==> src/rtl/slowdown_fifo.sv <==
// slowdown_fifo
//   Fetch-bundle serializer between decode and the per-warp ibuffer. Queues up to
//   DEPTH bundles of NUM_FETCH control words (each with a per-lane valid mask) and
//   emits one control word per accepted output handshake, lowest set lane first.
//   A new bundle is accepted in the same cycle the head bundle drains, so
//   back-to-back bundles stream without a bubble.
//
//   Optional feature macro: SLOWDOWN_FIFO_BYPASS_EN
//     When defined, an offered bundle arriving at an empty queue is presented on the
//     output in the same cycle; only its unconsumed lanes (if any) are stored.
//
// Ports
//   clk            clock
//   rst            synchronous reset, active-high
//   flush_i        drop all held bundles (and any bundle offered this cycle)
//   in_valid_i     bundle offered
//   in_ready_o     bundle can be accepted (combinational from out_ready_i/out_grant_i)
//   in_mask_i      per-lane valid mask of the offered bundle
//   in_signals_i   offered bundle, lane i at [BUFFER_WIDTH*i +: BUFFER_WIDTH]
//   out_valid_o    control word available
//   out_ready_i    consumer ready
//   out_grant_i    issue grant; a word is consumed only with ready and grant
//   out_signals_o  current control word
//   out_last_o     current word is the last valid lane of its bundle
//   count_o        number of bundles held
module slowdown_fifo #(
  parameter int NUM_FETCH    = 2,
  parameter int BUFFER_WIDTH = 155,
  parameter int DEPTH        = 2
) (
  input  logic                              clk,
  input  logic                              rst,
  input  logic                              flush_i,
  input  logic                              in_valid_i,
  output logic                              in_ready_o,
  input  logic [NUM_FETCH-1:0]              in_mask_i,
  input  logic [BUFFER_WIDTH*NUM_FETCH-1:0] in_signals_i,
  output logic                              out_valid_o,
  input  logic                              out_ready_i,
  input  logic                              out_grant_i,
  output logic [BUFFER_WIDTH-1:0]           out_signals_o,
  output logic                              out_last_o,
  output logic [$clog2(DEPTH+1)-1:0]        count_o
);

  localparam int CW = $clog2(DEPTH + 1);
  localparam int PW = (DEPTH > 1) ? $clog2(DEPTH) : 1;
  localparam int LW = (NUM_FETCH > 1) ? $clog2(NUM_FETCH) : 1;

  // Index of the lowest set bit; 0 for an empty mask.
  function automatic logic [LW-1:0] low_lane(input logic [NUM_FETCH-1:0] m);
    logic [LW-1:0] l;
    l = '0;
    for (int i = NUM_FETCH - 1; i >= 0; i--) begin
      if (m[i]) l = LW'(i);
    end
    return l;
  endfunction

  function automatic logic one_hot(input logic [NUM_FETCH-1:0] m);
    return (m != '0) && ((m & (m - NUM_FETCH'(1))) == '0);
  endfunction

  function automatic logic [PW-1:0] ptr_inc(input logic [PW-1:0] p);
    return (p == PW'(DEPTH - 1)) ? '0 : p + PW'(1);
  endfunction

  logic [NUM_FETCH-1:0]              mask_q [DEPTH];
  logic [BUFFER_WIDTH*NUM_FETCH-1:0] data_q [DEPTH];
  logic [PW-1:0]                     rd_ptr;
  logic [PW-1:0]                     wr_ptr;
  logic [CW-1:0]                     count;

  logic [NUM_FETCH-1:0]              head_mask;
  logic [BUFFER_WIDTH*NUM_FETCH-1:0] head_data;
  logic                              bypass;
  logic [NUM_FETCH-1:0]              sel_mask;
  logic [BUFFER_WIDTH*NUM_FETCH-1:0] sel_data;
  logic [LW-1:0]                     lane;
  logic [NUM_FETCH-1:0]              clr;
  logic                              adv;
  logic                              pop;
  logic                              in_fire;
  logic                              push;
  logic [NUM_FETCH-1:0]              wr_mask;

  assign head_mask = mask_q[rd_ptr];
  assign head_data = data_q[rd_ptr];

`ifdef SLOWDOWN_FIFO_BYPASS_EN
  assign bypass = (count == '0) & ~flush_i & in_valid_i & (in_mask_i != '0);
`else
  assign bypass = 1'b0;
`endif

  // The presented bundle is either the stored head or, in bypass, the offered one.
  assign sel_mask = bypass ? in_mask_i : head_mask;
  assign sel_data = bypass ? in_signals_i : head_data;
  assign lane     = low_lane(sel_mask);
  assign clr      = NUM_FETCH'(1) << lane;

  assign out_valid_o   = (count != '0) | bypass;
  assign out_signals_o = sel_data[int'(lane) * BUFFER_WIDTH +: BUFFER_WIDTH];
  assign out_last_o    = one_hot(sel_mask);
  assign count_o       = count;

  assign adv = out_valid_o & out_ready_i & out_grant_i;
  // A bypassed bundle never occupies a slot, so its last lane frees nothing.
  assign pop = adv & out_last_o & ~bypass;

  // Draining the head frees its slot for the offered bundle in the same cycle.
  assign in_ready_o = (count != CW'(DEPTH)) | pop;
  assign in_fire    = in_valid_i & in_ready_o & ~flush_i;
  assign push       = in_fire & (in_mask_i != '0) & ~(bypass & adv & out_last_o);
  assign wr_mask    = (bypass & adv) ? (in_mask_i & ~clr) : in_mask_i;

  always_ff @(posedge clk) begin
    if (rst) begin
      rd_ptr <= '0;
      wr_ptr <= '0;
      count  <= '0;
      for (int i = 0; i < DEPTH; i++) begin
        mask_q[i] <= '0;
        data_q[i] <= '0;
      end
    end else if (flush_i) begin
      rd_ptr <= '0;
      wr_ptr <= '0;
      count  <= '0;
      for (int i = 0; i < DEPTH; i++) begin
        mask_q[i] <= '0;
      end
    end else begin
      if (adv && !bypass) begin
        mask_q[rd_ptr] <= head_mask & ~clr;
      end
      if (pop) begin
        rd_ptr <= ptr_inc(rd_ptr);
      end
      // When full, wr_ptr equals rd_ptr here, so this write overrides the clear above.
      if (push) begin
        mask_q[wr_ptr] <= wr_mask;
        data_q[wr_ptr] <= in_signals_i;
        wr_ptr         <= ptr_inc(wr_ptr);
      end
      case ({push, pop})
        2'b10:   count <= count + CW'(1);
        2'b01:   count <= count - CW'(1);
        default: count <= count;
      endcase
    end
  end

endmodule

==> config.mk <==
export PLATFORM = sky130hd
export DESIGN_NAME = slowdown_fifo
export DESIGN_NICKNAME = d
export VERILOG_FILES = /design/src/rtl/slowdown_fifo.sv
export SDC_FILE = /design/constraint.sdc
export NUM_CORES = 1
export LEC_CHECK = 0
export BUFFER_PORTS_ARGS = -buffer_cell sky130_fd_sc_hd__buf_2
export CORE_ASPECT_RATIO = 1.4
export CORE_MARGIN = 2
export CORE_UTILIZATION = 45
export CTS_CLUSTER_DIAMETER = 200
export DETAILED_ROUTE_END_ITERATION = 12
export GPL_TIMING_DRIVEN = 0
export PLACE_DENSITY_LB_ADDON = 0.2
export SLEW_MARGIN = 0
export SYNTH_ARGS = -nofsm -noshare
export SYNTH_HDL_FRONTEND = slang
export SYNTH_SLANG_ARGS = --single-unit
==> constraint.sdc <==
create_clock -name clk -period 27.9 [get_ports clk]
set_input_delay 0 -clock clk [delete_from_list [all_inputs] [get_ports clk]]
set_output_delay 0 -clock clk [all_outputs]
set_load 0.03 [all_outputs]
After elaboration in Yosys (flattened, before gate mapping)
Memories as Yosys holds them, arrays and structs flattened. A register that Yosys moved wholly into a read port is not among the register bits.
Cells that the tools add are included.
{"block": "totals", "elab_cells": 72, "reg_bits": 4, "mem_bits_rw": 624, "mem_count": 2}
{"block": "op_classes", "shifts": 2, "n_reduce_logical": 10, "n_bitwise": 13, "n_mul": 1, "eq_ne": 3, "add_sub_neg": 5, "mux": 33}
{"memory": "data_q", "depth": 2, "width": 310, "read_ports": 1, "rd_ports_with_merged_regs": 1, "write_ports": 2, "line_no": "69", "rtl": "logic [BUFFER_WIDTH*NUM_FETCH-1:0] data_q [DEPTH];"}
{"memory": "mask_q", "depth": 2, "width": 2, "read_ports": 1, "rd_ports_with_merged_regs": 1, "write_ports": 2, "line_no": "68", "rtl": "logic [NUM_FETCH-1:0] mask_q [DEPTH];"}
{"cell": "310-bit 2-to-1 mux", "count": 1}
{"cell": "310-bit OR reduction", "count": 1}
{"cell": "310-bit by 10-bit variable part select with 155-bit output", "count": 1}
{"cell": "1-bit 2-to-1 mux", "count": 27}
{"cell": "1-bit by 8-bit multiplier with 9-bit output, second input constant", "count": 1}
{"cell": "2-bit 2-to-1 mux", "count": 4}
{"cell": "2-bit nonzero test", "count": 4}
{"cell": "1-bit AND", "count": 6}
{"cell": "2-bit OR reduction", "count": 3}
{"cell": "2-bit AND", "count": 2}
{"cell": "2-bit case mux with 2 select lines", "count": 1}
{"cell": "2-bit by 1-bit subtractor with 2-bit output, second input constant", "count": 2}
{"cell": "1-bit OR", "count": 3}
{"cell": "1-bit adder, second input constant", "count": 2}
{"cell": "2-bit by 1-bit adder with 2-bit output, second input constant", "count": 1}
{"cell": "2-bit by 1-bit == test with 1-bit output, second input constant", "count": 1}
{"cell": "2-bit == test, second input constant", "count": 1}
{"cell": "2-bit logical NOT", "count": 1}
{"cell": "2-bit inequality test, second input constant", "count": 1}
{"cell": "2-bit inverter", "count": 1}
{"cell": "1-bit by 1-bit << shifter with 2-bit output, first input constant", "count": 1}
{"cell": "1-bit logical AND", "count": 1}
{"cell": "1-bit inverter", "count": 1}

Logic depth before layout (Yosys ltp)
Gate-level depths: netlist (run 1).
{"block": "depth", "word_depth": 15, "mapped_depth": 11}

Worst setup path after synthesis (run 1)
Ideal clock, no wire load.
{"block": "synth_timing", "kind": "register to register", "from": "reg with a tool-made name", "to": "mem data_q[0][0] (netlist bit), enable pin", "path_slack_ns": 10.268, "required_time_ns": 26.852, "arrival_ns": 16.584, "n_path_buf": 3, "stages_incl_launch_ff": 9, "setup_time_ns": 1.048, "path_cell_list": "dfxtp_1 > clkbuf_1 > buf_2 > buf_2 > mux2_2 > ha_1 > nand3b_4 > a2111o_1 > o21bai_1"}
{"element": "end, declared", "line_no": "69"}

==> flow_summary.json, run 1 <==
{
  "status": "complete, no violations",
  "synth.largest_area_cell": "edfxtp_1",
  "postCtsSetupBuffers": 0,
  "finalCritPeriodShare": 0.177,
  "cts_buffers": 59,
  "grtUsageMet2": 0.418,
  "leakagePower_uw": 0.0142,
  "vias": 16700,
  "path_cells": "clkbuf_1 > buf_2 > buf_2 > mux2_2 > ha_1 > nand3b_4 > a211oi_2 > clkbuf_1 > clkbuf_1 > and2_1",
  "drive_above_1_share": 0.318,
  "cts-root-buf": "clkbuf_16",
  "critPathMaxFanout": 10,
  "antenna_found_initial": 11,
  "cp_num_cells": 10,
  "finalMaxSlewViolations": 0,
  "syn_inst": 1560,
  "fillers": 4567,
  "slew_headroom": 0.276,
  "finalCriticalPeriod_ps": 4940,
  "total_power_uw": 2080,
  "met1_usage": 0.274,
  "cts.sinks": 629,
  "wl_per_cell_um": 22.3,
  "core_sq_mm": 0.0595,
  "overflow": 0,
  "clk_pin_slew_ps": 60,
  "crit_path_end_kind": "flop",
  "cts_tree": "done",
  "ys_ff_latch": 629,
  "grt_max_degree": 65,
  "synth_edf_count": 624,
  "htreeDepth": 2,
  "dp.final_hpwl_um": 49100,
  "critical_path_buf_inv_count": 5,
  "async_flop_share": 0,
  "synthTopCellsByArea": "edfxtp_1, and2_1, mux4_2",
  "finalSetupViolCount": 0,
  "drcViolationCount": 0,
  "clk_path_buf_depth": 3,
  "synth_top_area_share": 0.693,
  "ioPinCount": 478,
  "tightest_slew_ps": 1090,
  "design_area_sq_mm": 0.0358,
  "syn-num-nets": 1881,
  "viasPerCell": 5.15,
  "irDropWorstVdd_mv": 0.0480,
  "min_path_type": "in -> reg",
  "cpMaxStageDelayCell": "a211oi_2",
  "ys.warnings.count": 0,
  "drt_iter0_markers": 861,
  "crit_top_cell": "clkbuf_1",
  "placed_area_sq_mm": 0.0308,
  "yosysMostFrequentCell": "edfxtp_1",
  "grt_pass1_vias": 18300,
  "postSynthAreaPerCell_sq_um": 17.3,
  "power_density_mw_per_mm2": 58.0,
  "clk_latency_ps": 610,
  "start_util": 0.454,
  "finClkSkew_ps": 22.7,
  "startpoint_type": "flop",
  "io_buffers": 477,
  "fin_tns_setup_ps": 0,
  "critPathKind": "reg -> reg",
  "finalWorstSetupSlack_ps": 22960,
  "postRouteAntennaNets": 0,
  "gp_congestion": 0.787,
  "cpLargestDelayFamily": "buffers and inverters",
  "yosysSeqAreaShare": 0.697,
  "max_cap_viol_count": 0,
  "fin_nets": 2753,
  "reg2reg_depth": 10,
  "syn_area_sq_mm": 0.0270,
  "grt_usage": 0.232,
  "die_y_um": 294,
  "grt_pass1_wl_um": 108000,
  "hold_viol_final": 0,
  "r2r_end": "data_q[1][149]",
  "die_x_um": 211,
  "dieArea_sq_mm": 0.0621,
  "rsz0062_at_grt": "false",
  "pre_cts_slack_ps": 22700,
  "top_usage_layer": "met2",
  "grt_util_met3": 0.0517,
  "worstPathArrival_ps": 5410,
  "cp.required_ps": 28370,
  "area_growth_pct": 32.5,
  "synthFlopType": "edfxtp_1",
  "ys_types": 35,
  "wirelength_um": 72100,
  "ff2ff_setup_slack_ps": 22960,
  "cp_slowest_stage_delay_ps": 910,
  "firstDrtPassIters": 5,
  "synth_commonest_cells": "edfxtp_1, and2_1, mux4_2, clkbuf_1, clkbuf_2",
  "max_freq_ghz": 0.202,
  "endpoint": "data_q[1][149]",
  "rows": 106
}
-- repair_timing --
item / in CTS / in global routing
hold buffers: 317 / 0
endpoints found under the setup margin: 0 / 0
resized for setup: 0 / 0
hold endpoints to repair: 641 / 0
-- cells by family after synthesis --
logic type	count (synthesis)	share of synthesized area
compound gates	9	0.00250
xor+xnor	3	0.000972
buf+inv	109	0.0180
mux	159	0.131
simple gates	648	0.150
flops	629	0.697
fa+ha+maj	3	0.00139
-- state kept, by name (all words and copies together) (netlist names), named ones only --
register,cells
rd_ptr,1
data_q,620
wr_ptr,1
count_o,2
mask_q,4
-- worst min-delay path by stage --
stage                      from             to  depth (start not counted)
4_1_cts              in_valid_i         wr_ptr                          5
2_1_floorplan      in_mask_i[0]   mask_q[1][0]                          2
6_report             in_valid_i         wr_ptr                          5
3_5_place_dp   in_signals_i[94]  data_q[0][94]                          2
3_3_place_gp   in_signals_i[94]  data_q[1][94]                          2
5_1_grt             out_ready_i   mask_q[0][1]                          3
-- through the flow --
step                hold WS (ps)  std cells   util
finish                      37.7       3238  0.601
floorplan                    187       1560      -
global route                66.0       3238  0.601
detailed placement           290       2810  0.517
global placement             286       2793  0.510
CTS                         2.68       3233  0.601
-- worst register-to-register path, delay by kind of cell, from the launching register on --
kind | cells | cell delay [ps]
simple gates | 2 | 420
flops | 1 | 310
mux | 1 | 400
buf+inv | 5 | 2420
fa+ha+maj | 1 | 350
compound gates | 1 | 910
-- layer usage --
metal / up-vias / wire, um
met3: 138 / 4390
met5: - / 57
met1: 8464 / 27600
li1: 7546 / -
met4: 10 / 2250
met2: 523 / 37700
-- where the power goes --
| group | leakage (uW) | internal [uW] | switching, uW |
|---|---|---|---|
| clock network | 0.000912 | 443 | 347 |
| registers | 0.00665 | 1080 | 9.94 |
| logic | 0.00668 | 90.2 | 110 |
-- final cells by class --
| type | count | area (sq um) | share of cell area |
|---|---|---|---|
| sequential | 629 | 18800 | 0.526 |
| multi-input combinational | 822 | 7730 | 0.216 |
| inverter | 5 | 18.8 | 0.000524 |
| timing repair buffer | 811 | 5950 | 0.166 |
| tap | 756 | 946 | 0.0264 |
| antenna | 5 | 12.5 | 0.000349 |
| buffer | 104 | 467 | 0.0130 |
| clock inverter | 35 | 292 | 0.00814 |
| clock buffer | 71 | 1560 | 0.0437 |
-- cell usage in the layout (no fill, tap or decap), drive strengths merged --
master,count
or3,1
buf,517
nand2,5
a211oi,1
inv,6
nor3,2
a21oi,1
clkinvlp,2
xor2,1
bufinv,5
ha,3
dlygate4sd3,317
clkbuf,152
nand2b,2
nand3,3
and3,1
xnor2,2
nand4bb,1
dfxtp,5
nor2b,1
mux2i,1
a2111o,1
nand3b,1
o211ai,1
diode,5
o221ai,1
nor2,7
nand4,1
clkinv,27
mux4,155
edfxtp,624
and2,620
o21ai,3
o21bai,1
or2,3
mux2,3
No activity file was read; power rests on OpenSTA's default activity.
==> run 2, diff against run 1 <==
==> constraint.sdc (replaced) <==
create_clock -name clk -period 4.6 [get_ports clk]
set_input_delay 0 -clock clk [delete_from_list [all_inputs] [get_ports clk]]
set_output_delay 0 -clock clk [all_outputs]
set_load 0.03 [all_outputs]
==> run 2 against run 1 <==
Final cell count grew 0.15%; maximum frequency grew 14%; non-clock buffer count is the same; core utilization rose by 0.18 points; global-route usage increased by 0.057 points; largest cell class unchanged; sequential power rose to 6.1 times the previous value; die area did not move.
==> flow_summary.json, run 2 (synthesis gave the netlist of run 1 again) <==
{
  "status": "complete, no violations",
  "rows": 106,
  "dieArea_sq_mm": 0.0621,
  "antenna_found_initial": 9,
  "cp.required_ps": 4890,
  "pwr-share-clk": 0.384,
  "fillers": 4575,
  "drive_above_1_share": 0.319,
  "clk_path_buf_depth": 3,
  "rsz0062_at_grt": "false",
  "die_y_um": 294,
  "cts.sinks": 629,
  "clk_latency_ps": 610,
  "finalCritPeriodShare": 0.942,
  "design_area_sq_mm": 0.0359,
  "tightest_slew_ps": 1170,
  "grt_usage": 0.233,
  "ioPinCount": 478,
  "pwr-share-comb": 0.096,
  "wirelength_um": 72700,
  "path_cells": "clkbuf_2 > buf_6 > buf_12 > mux2_4 > ha_4 > nand3b_4 > a2111o_1 > or2_2 > nand2b_4 > buf_16 > buf_16 > buf_12",
  "irDropWorstVdd_mv": 0.319,
  "area_growth_pct": 32.9,
  "p_switching_uw": 2860,
  "total_power_uw": 12700,
  "wl_per_cell_um": 22.4,
  "max_freq_ghz": 0.231,
  "p_int_uw": 9850,
  "hold_viol_final": 0,
  "fin_util": 0.603,
  "start_util": 0.454,
  "postRouteAntennaNets": 0,
  "dp.final_hpwl_um": 49700,
  "cts_buffers": 61,
  "regMostFlops": "data_q",
  "p_seq_frac": 0.520,
  "largest_register_ffs": 620,
  "ff2ff_setup_slack_ps": 270,
  "critPathMaxFanout": 57,
  "cp_slowest_stage_delay_ps": 510,
  "fin_nets": 2756,
  "mostFrequentLayoutCells": "edfxtp_1, and2_1, buf_2",
  "swShare": 0.225,
  "leakagePower_uw": 0.0143,
  "cpMaxStageDelayCell": "a2111o_1",
  "grt_pass1_wl_um": 108000,
  "clk_pin_slew_ps": 60,
  "min_path_type": "in -> reg",
  "finalSetupViolCount": 0,
  "firstDrtPassIters": 4,
  "final_common_cell": "edfxtp_1",
  "crit_path_end_kind": "flop",
  "overflow": 0,
  "power_density_mw_per_mm2": 354,
  "startpoint_type": "flop",
  "finalCriticalPeriod_ps": 4330,
  "drcViolationCount": 0,
  "dp.cells": 2810,
  "viasPerCell": 5.13,
  "grt_max_degree": 59,
  "cts_tree": "done",
  "htreeDepth": 2,
  "finClkSkew_ps": 12.6,
  "finalMaxSlewViolations": 0,
  "vias": 16600,
  "die_x_um": 211,
  "max_cap_viol_count": 0,
  "core_sq_mm": 0.0595,
  "io_buffers": 477,
  "instances_no_fill": 3243,
  "placed_area_sq_mm": 0.0308,
  "grt_pass1_vias": 18200,
  "slew_headroom": 0.217,
  "gp_congestion": 0.784,
  "critPathKind": "reg -> reg",
  "drt_iter0_markers": 955,
  "cts-root-buf": "clkbuf_16",
  "worstPathArrival_ps": 4620
}
-- run 2: cell count changes in the layout (fill, tap and decap cells not counted), moves of 2 or more --
cell / delta
clkinv_2: -5
clkinv_4: +3
clkinvlp_4: +2
clkbuf_1: +2
buf_2: -2
-- run 2: final cells by class --
| class | instances | area, sq um | share of cell area |
|---|---|---|---|
| well taps | 756 | 946 | 0.0263 |
| multi-input cells | 823 | 7760 | 0.216 |
| plain buffers | 104 | 489 | 0.0136 |
| clock inverters | 35 | 329 | 0.00916 |
| repair buffers | 811 | 5950 | 0.166 |
| inverters | 5 | 18.8 | 0.000522 |
| diodes | 6 | 15.0 | 0.000418 |
| flip-flops and latches | 629 | 18800 | 0.524 |
| clock buffers | 74 | 1580 | 0.0439 |
-- run 2: path summary, 6_finish.rpt --
path | to | depth (start not counted) | startpoint
max | data_q[1][268] | 12 | flop
min | rd_ptr | 5 | out_ready_i
max reg2reg | data_q[1][268] | 12 | flop
min reg2reg | count_o[1] | 2 | count_o[1]
-- run 2: metrics by stage --
stage	TNS (ps)	hold WS, ps	setup slack, ps
finish	0	59.4	268
global route	0	51.2	68.6
floorplan	-831980	187	-2450
global placement	-2188450	284	-5420
CTS	0	6.64	32.0
detailed placement	-971	290	-97.4
-- run 2: what timing repair did --
action | 4_1_cts | 5_1_grt
hold buffers | 317 | 0
gates cloned | 0 | 1
gates resized for setup | 1 | 0
endpoints found under the setup margin | 10 | 38
pin swaps | 0 | 0
setup buffers | 0 | 0
endpoints found under the hold margin | 633 | 0
-- run 2: metal layers --
| metal | up-vias | GRT usage | part of all wire |
|---|---|---|---|
| li1 | 7551 | - | - |
| met3 | 158 | 0.0467 | 0.059 |
| met2 | 504 | 0.425 | 0.53 |
| met5 | - | 0 | 0.00041 |
| met4 | 6 | 0.0885 | 0.039 |
| met1 | 8426 | 0.268 | 0.37 |
-- run 2: power by group through the flow --
stage                     Sequential, uW  Clock, uW  Combinational [uW]
after global routing                6620       5180                1300
after floorplan                     6740          0                 545
final                               6600       4880                1220
after CTS                           6610       4980                1230
after detailed placement            6730          0                 998
after global placement              6780          0                 934
-- run 2: worst max-delay path, delay by kind of cell, from the launching register on --
kind,cells,cell delay [ps]
buffers and inverters,6,1470
AND/OR/NAND/NOR,3,1020
flip-flops,1,300
AO/OA/AOI/OAI,1,510
adder cells (fa/ha/maj),1,240
multiplexers,1,330
==> run 3, diff against run 2 <==
--- a/config.mk
+++ b/config.mk
@@ -6,12 +6,15 @@
 export NUM_CORES = 1
 export LEC_CHECK = 0
 export BUFFER_PORTS_ARGS = -buffer_cell sky130_fd_sc_hd__buf_2
+export CELL_PAD_IN_SITES_DETAIL_PLACEMENT = 0
+export CELL_PAD_IN_SITES_GLOBAL_PLACEMENT = 1
 export CORE_ASPECT_RATIO = 1.4
 export CORE_MARGIN = 2
 export CORE_UTILIZATION = 45
 export CTS_CLUSTER_DIAMETER = 200
 export DETAILED_ROUTE_END_ITERATION = 12
 export GPL_TIMING_DRIVEN = 0
+export HOLD_SLACK_MARGIN = 0.06
 export PLACE_DENSITY_LB_ADDON = 0.2
 export SLEW_MARGIN = 0
 export SYNTH_ARGS = -nofsm -noshare
==> run 3 against run 2 <==
Clock power shrank 6.6%; cell area shrank 0.31%; first-iteration DRC count shrank 1.2%; flip-flop and latch count is the same; clock skew grew 3.6 ps; non-clock buffer count grew 3; core utilization shrank 0.19 points; die area is the same; via count shrank 0.32%; hold slack gained 65 ps; sequential power is essentially flat; wire length is essentially flat; critical path type unchanged; highest routed layer unchanged.
==> flow_summary.json, run 3 (synthesis gave the netlist of run 1 again) <==
{
  "total_power_uw": 12400,
  "cp_num_cells": 13,
  "r2r_end": "data_q[0][9]",
  "irDropWorstVdd_mv": 0.288,
  "area_growth_pct": 32.4,
  "cpLargestDelayFamily": "buffers and inverters",
  "htreeDepth": 2,
  "pre_cts_slack_ps": 79.9,
  "grt_pass1_wl_um": 108000,
  "path_cells": "clkbuf_2 > buf_6 > buf_12 > mux2_4 > ha_4 > nand3b_4 > a2111o_1 > o21bai_4 > buf_16 > buf_12 > buf_12 > buf_12 > buf_12",
  "wirelength_um": 72600,
  "finalWorstSetupSlack_ps": 426,
  "finalCriticalPeriod_ps": 4170,
  "grt_usage": 0.234,
  "cts_buffers": 61,
  "final_common_cell": "edfxtp_1",
  "drt_iter0_markers": 944,
  "gp_congestion": 0.768,
  "cts-root-buf": "clkbuf_16",
  "clk_path_buf_depth": 3,
  "fin_util": 0.601,
  "start_util": 0.454,
  "cp_slowest_stage_delay_ps": 590,
  "critPathKind": "reg -> reg",
  "crit_path_end_kind": "flop",
  "critPathMaxFanout": 26,
  "crit_top_cell": "buf_12",
  "drcViolationCount": 0,
  "clk_pin_slew_ps": 70,
  "min_path_type": "in -> reg",
  "fin_tns_setup_ps": 0,
  "drive_above_1_share": 0.317,
  "hold_viol_final": 0,
  "overflow": 0,
  "pwr-share-clk": 0.368,
  "die_x_um": 211,
  "finalCritPeriodShare": 0.907,
  "cts.sinks": 629,
  "endpoint": "data_q[0][9]",
  "antenna_found_initial": 10,
  "viasPerCell": 5.12,
  "largest_register_ffs": 620,
  "slew_headroom": 0.275,
  "worstPathArrival_ps": 4480,
  "firstDrtPassIters": 5,
  "grt_pass1_vias": 18000,
  "vias": 16600,
  "core_sq_mm": 0.0595,
  "swShare": 0.229,
  "grt_max_degree": 63,
  "max_freq_ghz": 0.240,
  "rows": 106,
  "cp.required_ps": 4900,
  "ff2ff_setup_slack_ps": 430,
  "startpoint_type": "flop",
  "finClkSkew_ps": 16.2,
  "max_cap_viol_count": 0,
  "mostFrequentLayoutCells": "edfxtp_1, and2_1, buf_2",
  "p_int_uw": 9560,
  "dp.final_hpwl_um": 49900,
  "postRouteAntennaNets": 0,
  "finalMaxSlewViolations": 0,
  "wl_per_cell_um": 22.4,
  "reg2reg_depth": 13,
  "critical_path_buf_inv_count": 8,
  "io_buffers": 477,
  "leakagePower_uw": 0.0142,
  "rsz0062_at_grt": "false",
  "clk_latency_ps": 610,
  "status": "complete, no violations",
  "pwr-share-comb": 0.099,
  "cts_tree": "done",
  "p_switching_uw": 2830,
  "die_y_um": 294,
  "p_seq_frac": 0.533,
  "placed_area_sq_mm": 0.0309,
  "design_area_sq_mm": 0.0358,
  "fin_nets": 2758,
  "cpMaxStageDelayCell": "o21bai_4",
  "fillers": 4639,
  "power_density_mw_per_mm2": 346,
  "regMostFlops": "data_q",
  "dieArea_sq_mm": 0.0621,
  "ioPinCount": 478,
  "finalSetupViolCount": 0,
  "tightest_slew_ps": 1090
}
## run 3: cell count changes in the layout (fill, tap and decap cells not counted)
cell and change:
clkinvlp_4 -4, buf_12 -2, bufinv_16 -5, diode_2 -2, clkinv_1 +2, buf_16 +3
clkinv_2 +4, inv_6 +1, dlygate4sd3_1 +2, clkinv_4 -2, nand2b_2 -1
## run 3: worst min path at each step
stage                                  from        endpoint  cells past startpoint
final                           out_ready_i    mask_q[0][0]                      3
after global routing            out_ready_i    mask_q[0][0]                      3
after CTS                       out_ready_i    mask_q[0][0]                      3
after detailed placement   in_signals_i[87]   data_q[1][87]                      2
after global placement    in_signals_i[243]  data_q[0][243]                      2
after floorplan                in_mask_i[0]    mask_q[1][0]                      2
## run 3: power by group through the flow
stage | clock [uW] | combinational [uW] | sequential, uW
2_1_floorplan | 0 | 545 | 6740
3_3_place_gp | 0 | 936 | 6780
3_5_place_dp | 0 | 1010 | 6730
4_1_cts | 4660 | 1240 | 6600
5_1_grt | 4870 | 1310 | 6620
6_report | 4560 | 1230 | 6600
## run 3: stage by stage
stage               cells  hold WS, ps
floorplan            1560          187
global placement     2793          286
detailed placement   2811          290
CTS                  3235         92.9
global route         3238          140
finish               3239          125
## run 3: repair_timing
item / in CTS / in global routing
hold buffers: 319 / 0
hold endpoints to repair: 647 / 0
setup endpoints to repair: 0 / 2
buffers inserted: 0 / 0
gates resized for setup: 0 / 1
## run 3: layout make-up
cell class	instances	area, sq um	area share
Antenna cell	4	10.0	0.000280
Buffer	104	489	0.0137
Clock buffer	74	1580	0.0440
Clock inverter	31	168	0.00468
Inverter	5	18.8	0.000524
Multi-Input combinational cell	822	7760	0.217
Sequential cell	629	18800	0.526
Tap cell	756	946	0.0264
Timing Repair Buffer	814	6010	0.168
## run 3: per-layer routing
layer | global-route usage | vias to the layer above | share of wire
met5 | 0 | - | 0.00085
met4 | 0.0747 | 10 | 0.033
met3 | 0.0499 | 135 | 0.061
met2 | 0.428 | 507 | 0.53
met1 | 0.273 | 8380 | 0.38
li1 | - | 7559 | -
## run 3: worst register-to-register path, stage by stage, from the launching register on
cell and delay, ps:
dfxtp_1 300, clkbuf_2 140, buf_6 210, buf_12 190, mux2_4 330, ha_4 230, nand3b_4 180, a2111o_1 510
o21bai_4 600, buf_16 240, buf_12 210, buf_12 250, buf_12 230, buf_12 230
